$ cat src/rtl/pixel_packer.sv
// pixel_packer
// Packs 24-bit RGB pixels, four at a time, into three 32-bit AXI4-Stream
// words for the video DMA. tuser marks the first word of a frame and
// tlast marks the last word of each line.
//
// Ports
//   aclk, aresetn          clock, asynchronous active-low reset
//   r, g, b                pixel colour channels; pixel word is {r, g, b}
//   in_valid               pixel present
//   in_stream_ready        pixel accepted when in_valid && in_stream_ready
//   restart                synchronous pulse: realign to pixel (0,0)
//   out_stream_tdata       packed pixel data
//   out_stream_tkeep       always 4'hF
//   out_stream_tuser       start of frame
//   out_stream_tlast       end of line
//   out_stream_tvalid      output word valid
//   out_stream_tready      downstream ready
module pixel_packer #(
    parameter int X_SIZE = 640,
    parameter int Y_SIZE = 480
) (
    input  logic        aclk,
    input  logic        aresetn,
    input  logic [7:0]  r,
    input  logic [7:0]  g,
    input  logic [7:0]  b,
    input  logic        in_valid,
    output logic        in_stream_ready,
    input  logic        restart,
    output logic [31:0] out_stream_tdata,
    output logic [3:0]  out_stream_tkeep,
    output logic        out_stream_tuser,
    output logic        out_stream_tlast,
    output logic        out_stream_tvalid,
    input  logic        out_stream_tready
);

    localparam int XW = (X_SIZE > 1) ? $clog2(X_SIZE) : 1;
    localparam int YW = (Y_SIZE > 1) ? $clog2(Y_SIZE) : 1;
    localparam logic [XW-1:0] X_LAST = XW'(X_SIZE - 1);
    localparam logic [YW-1:0] Y_LAST = YW'(Y_SIZE - 1);

    logic [1:0]    phase_q, phase_d;
    logic [XW-1:0] x_q, x_d;
    logic [YW-1:0] y_q, y_d;
    logic [23:0]   res_q, res_d;
    logic          sof_q, sof_d;     // current group started at pixel (0,0)
    logic [31:0]   tdata_q, tdata_d;
    logic          tuser_q, tuser_d;
    logic          tlast_q, tlast_d;
    logic          tvalid_q, tvalid_d;

    logic [23:0]   pix;
    logic          accept;
    logic [31:0]   word;

    assign pix = {r, g, b};

    // Phase-0 pixels emit nothing, so they may be taken even while the
    // output slot is stalled.
    assign in_stream_ready = !restart && (phase_q == 2'd0 || !tvalid_q || out_stream_tready);
    assign accept          = in_valid && in_stream_ready;

    always_comb begin
        word = 32'h0;
        case (phase_q)
            2'd1:    word = {pix[7:0], res_q[23:0]};
            2'd2:    word = {pix[15:0], res_q[15:0]};
            2'd3:    word = {pix[23:0], res_q[7:0]};
            default: word = 32'h0;
        endcase
    end

    always_comb begin
        phase_d  = phase_q;
        x_d      = x_q;
        y_d      = y_q;
        res_d    = res_q;
        sof_d    = sof_q;
        tdata_d  = tdata_q;
        tuser_d  = tuser_q;
        tlast_d  = tlast_q;
        tvalid_d = tvalid_q;

        if (restart) begin
            phase_d = 2'd0;
            x_d     = '0;
            y_d     = '0;
            res_d   = 24'h0;
            sof_d   = 1'b0;
        end else if (accept) begin
            phase_d = phase_q + 2'd1;
            if (x_q == X_LAST) begin
                x_d = '0;
                y_d = (y_q == Y_LAST) ? '0 : y_q + YW'(1);
            end else begin
                x_d = x_q + XW'(1);
            end
            case (phase_q)
                2'd0: begin
                    res_d = pix;
                    sof_d = (x_q == '0) && (y_q == '0);
                end
                2'd1:    res_d = {8'h00, pix[23:8]};
                2'd2:    res_d = {16'h0000, pix[23:16]};
                default: res_d = res_q;
            endcase
        end

        // restart forces accept low, so a pending word is never dropped here.
        if (accept && phase_q != 2'd0) begin
            tvalid_d = 1'b1;
            tdata_d  = word;
            tuser_d  = (phase_q == 2'd1) && sof_q;
            tlast_d  = (phase_q == 2'd3) && (x_q == X_LAST);
        end else if (out_stream_tready) begin
            tvalid_d = 1'b0;
        end
    end

    always_ff @(posedge aclk or negedge aresetn) begin
        if (!aresetn) begin
            phase_q  <= 2'd0;
            x_q      <= '0;
            y_q      <= '0;
            res_q    <= 24'h0;
            sof_q    <= 1'b0;
            tdata_q  <= 32'h0;
            tuser_q  <= 1'b0;
            tlast_q  <= 1'b0;
            tvalid_q <= 1'b0;
        end else begin
            phase_q  <= phase_d;
            x_q      <= x_d;
            y_q      <= y_d;
            res_q    <= res_d;
            sof_q    <= sof_d;
            tdata_q  <= tdata_d;
            tuser_q  <= tuser_d;
            tlast_q  <= tlast_d;
            tvalid_q <= tvalid_d;
        end
    end

    assign out_stream_tdata  = tdata_q;
    assign out_stream_tkeep  = 4'hF;
    assign out_stream_tuser  = tuser_q;
    assign out_stream_tlast  = tlast_q;
    assign out_stream_tvalid = tvalid_q;

endmodule

$ cat config.mk
export PLATFORM = sky130hd
export DESIGN_NAME = pixel_packer
export DESIGN_NICKNAME = d
export VERILOG_FILES = /design/src/rtl/pixel_packer.sv
export SDC_FILE = /design/constraint.sdc
export NUM_CORES = 1
export LEC_CHECK = 0
export BUFFER_PORTS_ARGS = -buffer_cell sky130_fd_sc_hd__clkbuf_2
export CORE_MARGIN = 8
export CORE_UTILIZATION = 58
export CTS_CLUSTER_SIZE = 20
export DETAILED_ROUTE_END_ITERATION = 16
export PLACE_DENSITY = 0.83
export SETUP_SLACK_MARGIN = 0.1
export SLEW_MARGIN = 20
export SYNTH_ARGS = -nofsm -noshare
export SYNTH_HDL_FRONTEND = slang
export SYNTH_SLANG_ARGS = --single-unit
$ cat constraint.sdc
create_clock -name aclk -period 3.2 [get_ports aclk]
set_input_delay 0.32 -clock aclk [delete_from_list [all_inputs] [get_ports aclk]]
set_output_delay 0.32 -clock aclk [all_outputs]
set_load 0.02 [all_outputs]
Word level (Yosys, flattened, before mapping)
Index checks and enable logic that the tools add are counted.
- register bits: 81
- input port bits: 29
- add/subtract/negate cells: 3
- eq/ne operators: 5
- multiplexer cells: 18
- reduce and logical (&&, ||, !) cells: 22
- operators with widths (kind ; count):
    $pmux W32 S3 ; 1
    $pmux W24 S3 ; 1
    $mux W24 ; 2
    $mux W9 ; 4
    $mux W10 ; 3
    $add A10 B1 Y10 const B ; 1
    $eq A10 B10 Y1 const B ; 1
    $logic_not A10 Y1 ; 1
    $reduce_bool A2 Y1 ; 5
    $add A9 B1 Y9 const B ; 1
    $eq A9 B9 Y1 const B ; 1
    $logic_not A9 Y1 ; 1
    $logic_and A1 B1 Y1 ; 6
    $reduce_and A2 Y1 ; 3
    $mux W1 ; 5
    $eq A2 B2 Y1 const B ; 2
    $mux W2 ; 2
    $reduce_bool A4 Y1 ; 1
    $add A2 B1 Y2 const B ; 1
    $eq A2 B1 Y1 const B ; 1
    $logic_not A1 Y1 ; 2
    $logic_not A2 Y1 ; 1
    $logic_or A1 B1 Y1 ; 2

Longest topological paths before layout
Gate-level depths: netlist of run 1.
- word-level depth: 7
- depth in mapped cells: 9

Worst setup path after synthesis of run 1
No wires, ideal clock.
- path type: reg2reg
- from: register phase_q[0]
- to: register tdata_q[14] (netlist: out_stream_tdata[14])
- library setup time: 0.126 ns
- arrival: 1.714 ns
- data required time: 3.074 ns
- slack: 1.360 ns
- cell stages (with the launch flop): 10
- path through: dfrtp_1 -> inv_1 -> ha_1 -> or3b_1 -> buf_6 -> and3_1 -> buf_2 -> buf_6 -> nor2_1 -> nor2_1
- longest elaborated chain between the ends: 6
- ends and longest elaborated chain (element ; RTL line ; source):
    start: declaration ; 43 ; logic [1:0] phase_q, phase_d;
    start signal: assignment ; 133 ; phase_q <= phase_d;
    $logic_not A2 Y1 ; 61 ; assign in_stream_ready = !restart && (phase_q == 2'd0 || !tvalid_q || out_stream_tready);
    $logic_or A1 B1 Y1 (2 in a row) ; 61 ;
    $logic_and A1 B1 Y1 ; 61 ;
    $logic_and A1 B1 Y1 ; 62 ; assign accept = in_valid && in_stream_ready;
    $logic_and A1 B1 Y1 ; 111 ; if (accept && phase_q != 2'd0) begin
    end signal: assignment ; 138 ; tdata_q <= tdata_d;
    end: declaration ; 48 ; logic [31:0] tdata_q, tdata_d;
Several ways; a longest one is shown, not always the timed one.
A chain may end at the register's enable or synchronous reset.

Final worst setup path of run 1
- from: register phase_q[0]
- to: register tdata_q[10] (netlist: out_stream_tdata[10])
Same word-level chain as after synthesis.

==> qor.yml, run 1 <==
post_synth_inst_count: 442
core_area_um2: 6832
grt_pass1_wl_um: 17080
cts_setup_buffers: 0
syn_area_per_cell_um2: 9.353
max_freq_mhz: 379.9
critPathMaxFanout: 32
crit-reg2reg-launch: "phase_q[0]$_DFFE_PN0P_"
post_cts_hold_buffer_count: 0
final-instance-count-excl-fill: 587
hold_class: "in -> async"
ant_nets: 0
fillers: 566
timing.critical_path.slowest_stage_cell: "sky130_fd_sc_hd__nand3_2"
io_buffer_count: 64
switching_power_uw: 910.5
synth_edf_count: 0
routed-via-count: 3579
antenna-diode-count: 0
finalCriticalPeriod_ps: 2632
power.share.switching_pct: 34.93
hpwl_um: 7039
p_leak_nw: 2.123
setup-tns-final_ps: 0
syn-cell-area_um2: 4134
outcome: "complete, but fails checks"
combinationalPowerShare_pct: 24.9
fp-row-count: 30
viasPerCell: 6.097
powerDensity_nw_per_um2: 568.7
htree_num_levels: 3
min_period_over_period_pct: 82.26
postSynth.topFlopCell: "sky130_fd_sc_hd__dfrtp_1"
clock_tree_buffer_depth: 2
area_growth_pct: 10.87
cp.arrival_ps: 2860
cts.sink_count: 81
seqPwrFrac_pct: 48.9
io_pins: 69
skew_pair_late_insertion_delay_ps: 350
p_int_mw: 1.696
layout-drive-gt1-share_pct: 19.76
async_flop_share_pct: 100.0
detail_route.iter0.violations: 385
avgRoutedWirePerCell_um: 17.35
vias_in_the_first_global_route: 3468
start_point_of_the_critical_path: "phase_q[0]$_DFFE_PN0P_"
final_hold_viol_count: 19
cap_violations: 0
cts_repair_resize_count: 0
global_route_usage_over_all_layers_pct: 21.00
tritoncts_clock_tree: "done"
critical_path.cell_chain: "inv_1 > ha_1 > or3b_1 > nand3_2 > a221oi_1 > nor2_1"
place.gp.congestion: 0.8719
timing_worst_setup_path_type: "reg -> reg"
postLayoutCoreUtil_pct: 67.09
irDropWorstVdd_uv: 308.8
power.share.clock_pct: 26.3
skew_ps: 7.213
relSlewSlack_pct: 34.00
worstSetupEndpointType: "register"
mostFrequentLayoutCell: "sky130_fd_sc_hd__dfrtp_1"
grt_start_max_net_pins: 82
final_cell_mix: "sky130_fd_sc_hd__dfrtp_1 (81), sky130_fd_sc_hd__nand2_1 (76), sky130_fd_sc_hd__clkbuf_2 (63)"
multiInputGateArea_um2: 1869
slew_viol_final: 0
fp.dieH_um: 100.4
total_power_mw: 2.607
nNetsFinal: 523
fp.dieArea_um2: 10090
start_util_pct: 60.51
slowest_cell_delay_on_critical_path_ps: 630
drc: 0
area.sequential_um2: 2027
dpl.cell_count: 571
worst_ep_required_time_ps: 3430
clk_root_buffer_cell: "sky130_fd_sc_hd__clkbuf_8"
clk_transition_reported_paths_ps: 80
worst_pin_slew_ps: 990.0
synth-seq-cells: 81
synth.yosys.warnings: 0
drt-pass1-iter-count: 7
wirelength_um: 10180
tritoncts.num_buffers: 9
violations_in_the_final_reports: "negative hold slack"
setup_repair_after_global_routing_missed_its_margin: "false"
yosysSeqAreaShare_pct: 49.03
final.hold.worst_slack_ps: -11.57
synth_cell_type_count: 56
grt_overflow_total: 0
start_kind: "register"
timing.final.setup_violations: 0
floorplan.die.width_um: 100.4
number_of_antenna_violations_at_the_first_check_in_global_routing: 0
==> kinds of logic (layout without fill, tap and decap cells) <==
logic type                 after synthesis  in the layout  share of synthesized area (%)
xor gates and xnor gates                 7              7                          1.483
muxes                                    1              1                         0.2724
buffers and inverters                   46             92                          6.023
AOI/OAI and AO/OA                      100            100                          17.46
and+or+nand+nor                        198            198                          23.21
adders and majority gates                8              8                          2.421
DFF                                     81             81                          49.03
other                                    1              4                        0.09071
==> per-stage QoR <==
step | setup slack, ps | area (um2)
floorplan | 1360 | 4145
global placement | 768.1 | 4399
detailed placement | 630.6 | 4399
CTS | 595.4 | 4579
global route | 340.1 | 4583
finish | 567.6 | 4583
==> registers in the layout (all words and copies together) (netlist names) <==
register,count
x_q,10
out_stream_tuser,1
res_q,24
y_q,9
sof_q,1
out_stream_tlast,1
out_stream_tdata,32
phase_q,2
out_stream_tvalid,1
==> power by group through the flow <==
| stage | clock network, mW | logic (mW) | registers, mW |
|---|---|---|---|
| 4_1_cts | 0.689 | 0.650 | 1.27 |
| 5_1_grt | 0.726 | 0.716 | 1.29 |
| 3_5_place_dp | 0 | 0.649 | 1.29 |
| 3_3_place_gp | 0 | 0.632 | 1.28 |
| 6_report | 0.684 | 0.648 | 1.27 |
| 2_1_floorplan | 0 | 0.302 | 1.40 |
==> layout make-up <==
class	instances	area share, %
clock buffer	10	3.003
inverter	8	0.6552
clock inverter	6	0.9282
multi-input combinational	318	40.79
sequential	81	44.23
timing repair buffer	68	7.781
tap	96	2.621
==> routing by layer <==
metal  vias up  track usage [%]  part of all wire (%)
li1       1682                -                     -
met2       163            30.82                    44
met1      1723            29.34                    46
met4         0            8.837                  0.98
met3        11            4.291                   8.7
met5         -                0                     0
==> path summary, 6_finish.rpt <==
path                                                         end  cells after the start  slack (ps)
worst max-delay path            out_stream_tdata[10]$_DFFE_PN0P_                      6         570
worst min-delay path             out_stream_tdata[4]$_DFFE_PN0P_                      1         -10
worst max register to register  out_stream_tdata[10]$_DFFE_PN0P_                      6         570
worst min register to register   out_stream_tdata[4]$_DFFE_PN0P_                      2         470
max in group asynchronous           out_stream_tuser$_DFFE_PN0P_                      1        2710
min in group aclk                  out_stream_tvalid$_DFFE_PN0P_                      2         200
==> cell usage after synthesis (9+ instances only) <==
| library cell | number | share of area (%) |
|---|---|---|
| sky130_fd_sc_hd__a21oi_1 | 11 | 1.3 |
| sky130_fd_sc_hd__a221oi_1 | 16 | 3.4 |
| sky130_fd_sc_hd__a222oi_1 | 16 | 3.9 |
| sky130_fd_sc_hd__buf_2 | 9 | 1.1 |
| sky130_fd_sc_hd__clkbuf_1 | 15 | 1.4 |
| sky130_fd_sc_hd__dfrtp_1 | 81 | 49 |
| sky130_fd_sc_hd__nand2_1 | 76 | 6.9 |
| sky130_fd_sc_hd__nand3_1 | 28 | 3.4 |
| sky130_fd_sc_hd__nor2_1 | 47 | 4.3 |
| sky130_fd_sc_hd__o211ai_1 | 9 | 1.6 |
| sky130_fd_sc_hd__o21ai_0 | 28 | 3.4 |
==> critical path: cells and delay by family (launching register included) <==
family / cells / cell delay (ps)
compound gates: 1 / 530
buf+inv: 1 / 150
simple gates: 3 / 1180
flops: 1 / 410
fa+ha+maj: 1 / 240
Power figures use the tool's default switching activity.
==> inputs of run 2 (changes only) <==
--- a/config.mk
+++ b/config.mk
@@ -7,10 +7,10 @@
 export LEC_CHECK = 0
 export BUFFER_PORTS_ARGS = -buffer_cell sky130_fd_sc_hd__clkbuf_2
 export CORE_MARGIN = 8
-export CORE_UTILIZATION = 58
+export CORE_UTILIZATION = 51
 export CTS_CLUSTER_SIZE = 20
 export DETAILED_ROUTE_END_ITERATION = 16
-export PLACE_DENSITY = 0.83
+export PLACE_DENSITY = 0.77
 export SETUP_SLACK_MARGIN = 0.1
 export SLEW_MARGIN = 20
 export SYNTH_ARGS = -nofsm -noshare
==> constraint.sdc (replaced) <==
create_clock -name aclk -period 2.3 [get_ports aclk]
set_input_delay 0.23 -clock aclk [delete_from_list [all_inputs] [get_ports aclk]]
set_output_delay 0.23 -clock aclk [all_outputs]
set_load 0.02 [all_outputs]
==> qor.yml, run 2 (same netlist as run 1, synthesis figures left out) <==
start_util_pct: 51.34  # -9.2 points
hpwl_um: 7362  # +4.6%
setup_slack_ps: 143.4  # -424.2 ps
cap_violations: 0  # unchanged
fp.dieArea_um2: 11240  # +11%
power.share.switching_pct: 35.02  # +0.085 points
powerDensity_nw_per_um2: 771.2  # +36%
number_of_antenna_violations_at_the_first_check_in_global_routing: 0  # unchanged
multiInputGateArea_um2: 1877  # +0.40%
timing_worst_setup_path_type: "reg -> out"
area_growth_pct: 13.01
mostFrequentLayoutCell: "sky130_fd_sc_hd__dfrtp_1"
routed-via-count: 3590  # +0.31%
worstHoldPathCells: 2
area.sequential_um2: 2027  # unchanged
grt_overflow_total: 0  # unchanged
worstSetupEndpointType: "primary output"
antenna-diode-count: 0  # unchanged
min_period_over_period_pct: 93.77
clk_transition_reported_paths_ps: 80  # about the same
postLayoutCoreUtil_pct: 58.03  # -9.1 points
critPathMaxFanout: 4  # -88%
ant_nets: 0  # unchanged
place.gp.congestion: 0.8823  # +1.2%
cp.arrival_ps: 1930  # -930 ps
clock_tree_buffer_depth: 2  # unchanged
detail_route.iter0.violations: 278  # -28%
seqPwrFrac_pct: 49.1  # +0.2 points
start_kind: "register"
finalCriticalPeriod_ps: 2157
outcome: "completed"
p_int_mw: 2.341  # +38%
layout.cell_area.non_filler_um2: 4672  # +1.9%
grt_pass1_wl_um: 17340  # +1.5%
power.share.clock_pct: 25.3  # -1.0 points
total_power_mw: 3.603  # +38%
io_pins: 69  # unchanged
avgRoutedWirePerCell_um: 17.01  # -1.9%
htree_num_levels: 3  # unchanged
fp-row-count: 33  # +10%
combinationalPowerShare_pct: 25.6  # +0.7 points
final.hold.worst_slack_ps: 96.13  # +107.7 ps
global_route_usage_over_all_layers_pct: 18.91  # -2.1 points
worst-r2r-cell-count: 8  # +2
nNetsFinal: 533  # +1.9%
placement.cell_area_um2: 4491  # +2.1%
timing.final.setup_violations: 0  # unchanged
vias_in_the_first_global_route: 3458  # -0.29%
layout-drive-gt1-share_pct: 20.76  # +1.0 points
cts.sink_count: 81  # unchanged
final-instance-count-excl-fill: 606  # +3.2%
fillers: 706  # +25%
final_hold_viol_count: 0  # -19
setup_repair_after_global_routing_missed_its_margin: "true"
detailedPlace.worstSlack_ps: 234.7  # -396.0 ps
drt-pass1-iter-count: 8  # +1
switching_power_mw: 1.262  # +39%
worst_pin_slew_ps: 606.7  # -383.2 ps
viasPerCell: 5.924  # -2.8%
max_freq_mhz: 463.7
irDropWorstVdd_uv: 393.6  # +27%
slew_viol_final: 0  # unchanged
largest_reg_flops: 32  # unchanged
worst_ep_required_time_ps: 2070  # -1360 ps
setup-tns-final_ps: 0  # unchanged
tritoncts_clock_tree: "done"
cts_setup_buffers: 0  # unchanged
skew_ps: 11.78  # +4.565 ps
skew_pair_late_insertion_delay_ps: 350  # about the same
grt_start_max_net_pins: 51  # -38%
relSlewSlack_pct: 59.40  # +25 points
fp.dieH_um: 106.0  # +5.6%
drc: 0  # unchanged
core_area_um2: 8051  # +18%
dpl.cell_count: 589  # +3.2%
hold_class: "in -> reg"
wirelength_um: 10310  # +1.2%
floorplan.die.width_um: 106.0  # +5.6%
clk_root_buffer_cell: "sky130_fd_sc_hd__clkbuf_8"
tritoncts.num_buffers: 9  # unchanged
io_buffer_count: 64  # unchanged
p_leak_nw: 2.163  # +1.9%
final_cell_mix: "sky130_fd_sc_hd__dfrtp_1 (81), sky130_fd_sc_hd__nand2_1 (76), sky130_fd_sc_hd__clkbuf_2 (63)"
run 2: cell types whose count changed in the layout (fill, tap and decap cells not counted):
| cell | change |
|---|---|
| sky130_fd_sc_hd__clkbuf_1 | +2 |
| sky130_fd_sc_hd__buf_4 | +9 |
| sky130_fd_sc_hd__clkinv_4 | -1 |
| sky130_fd_sc_hd__buf_12 | +1 |
| sky130_fd_sc_hd__o21ai_2 | -1 |
| sky130_fd_sc_hd__clkbuf_8 | -1 |
| sky130_fd_sc_hd__buf_6 | -1 |
| sky130_fd_sc_hd__o21ai_4 | +1 |
| sky130_fd_sc_hd__clkinvlp_4 | +1 |
| sky130_fd_sc_hd__inv_6 | -1 |
| sky130_fd_sc_hd__dlygate4sd3_1 | +1 |
run 2: layer usage:
metal  share of wire, %  wire [um]  track usage, %  vias to the layer above
li1                   -          -               -                     1708
met1                 47       4869           27.41                     1739
met2                 45       4645           27.17                      129
met3                6.5        670           4.295                       14
met4                1.2        123           6.332                        0
met5                  0          0               0                        -
run 2: worst paths after layout:
path / from / endpoint / slack (ps)
min in group asynchronous: aresetn / out_stream_tdata[4]$_DFFE_PN0P_ / 360
worst max register to register: phase_q[0]$_DFFE_PN0P_ / res_q[13]$_DFFE_PN0P_ / 280
worst min-delay path: out_stream_tready / out_stream_tvalid$_DFFE_PN0P_ / 100
worst min register to register: out_stream_tdata[2]$_DFFE_PN0P_ / out_stream_tdata[2]$_DFFE_PN0P_ / 470
worst max-delay path: phase_q[0]$_DFFE_PN0P_ / in_stream_ready / 140
max in group asynchronous: aresetn / res_q[23]$_DFFE_PN0P_ / 1320
run 2: power groups by stage:
stage / clock, mW / sequential, mW / combinational (mW)
4_1_cts: 0.920 / 1.77 / 0.928
2_1_floorplan: 0 / 1.95 / 0.420
3_5_place_dp: 0 / 1.79 / 0.923
6_report: 0.912 / 1.77 / 0.922
3_3_place_gp: 0 / 1.78 / 0.900
5_1_grt: 0.983 / 1.80 / 1.02
run 2: worst max-delay path, cell delays in order, from the launching register on:
cell	delay [ps]
sky130_fd_sc_hd__dfrtp_1	390
sky130_fd_sc_hd__inv_1	100
sky130_fd_sc_hd__ha_1	240
sky130_fd_sc_hd__nor3b_1	420
sky130_fd_sc_hd__buf_4	200
sky130_fd_sc_hd__nor2_1	50
sky130_fd_sc_hd__clkbuf_2	170
run 2: layout make-up:
type                            instances  area share, %
Sequential cell                        81          43.39
Multi-Input combinational cell        318          40.17
Timing Repair Buffer                   78          9.480
Clock buffer                           11          2.812
Tap cell                              105          2.812
Clock inverter                          5         0.6963
Inverter                                8         0.6427
run 2: timing repair:
action | 4_1_cts | 5_1_grt
resized for setup | 0 | 1
setup endpoints to repair | 0 | 8
hold buffers | 1 | 0
hold endpoints to repair | 31 | 0
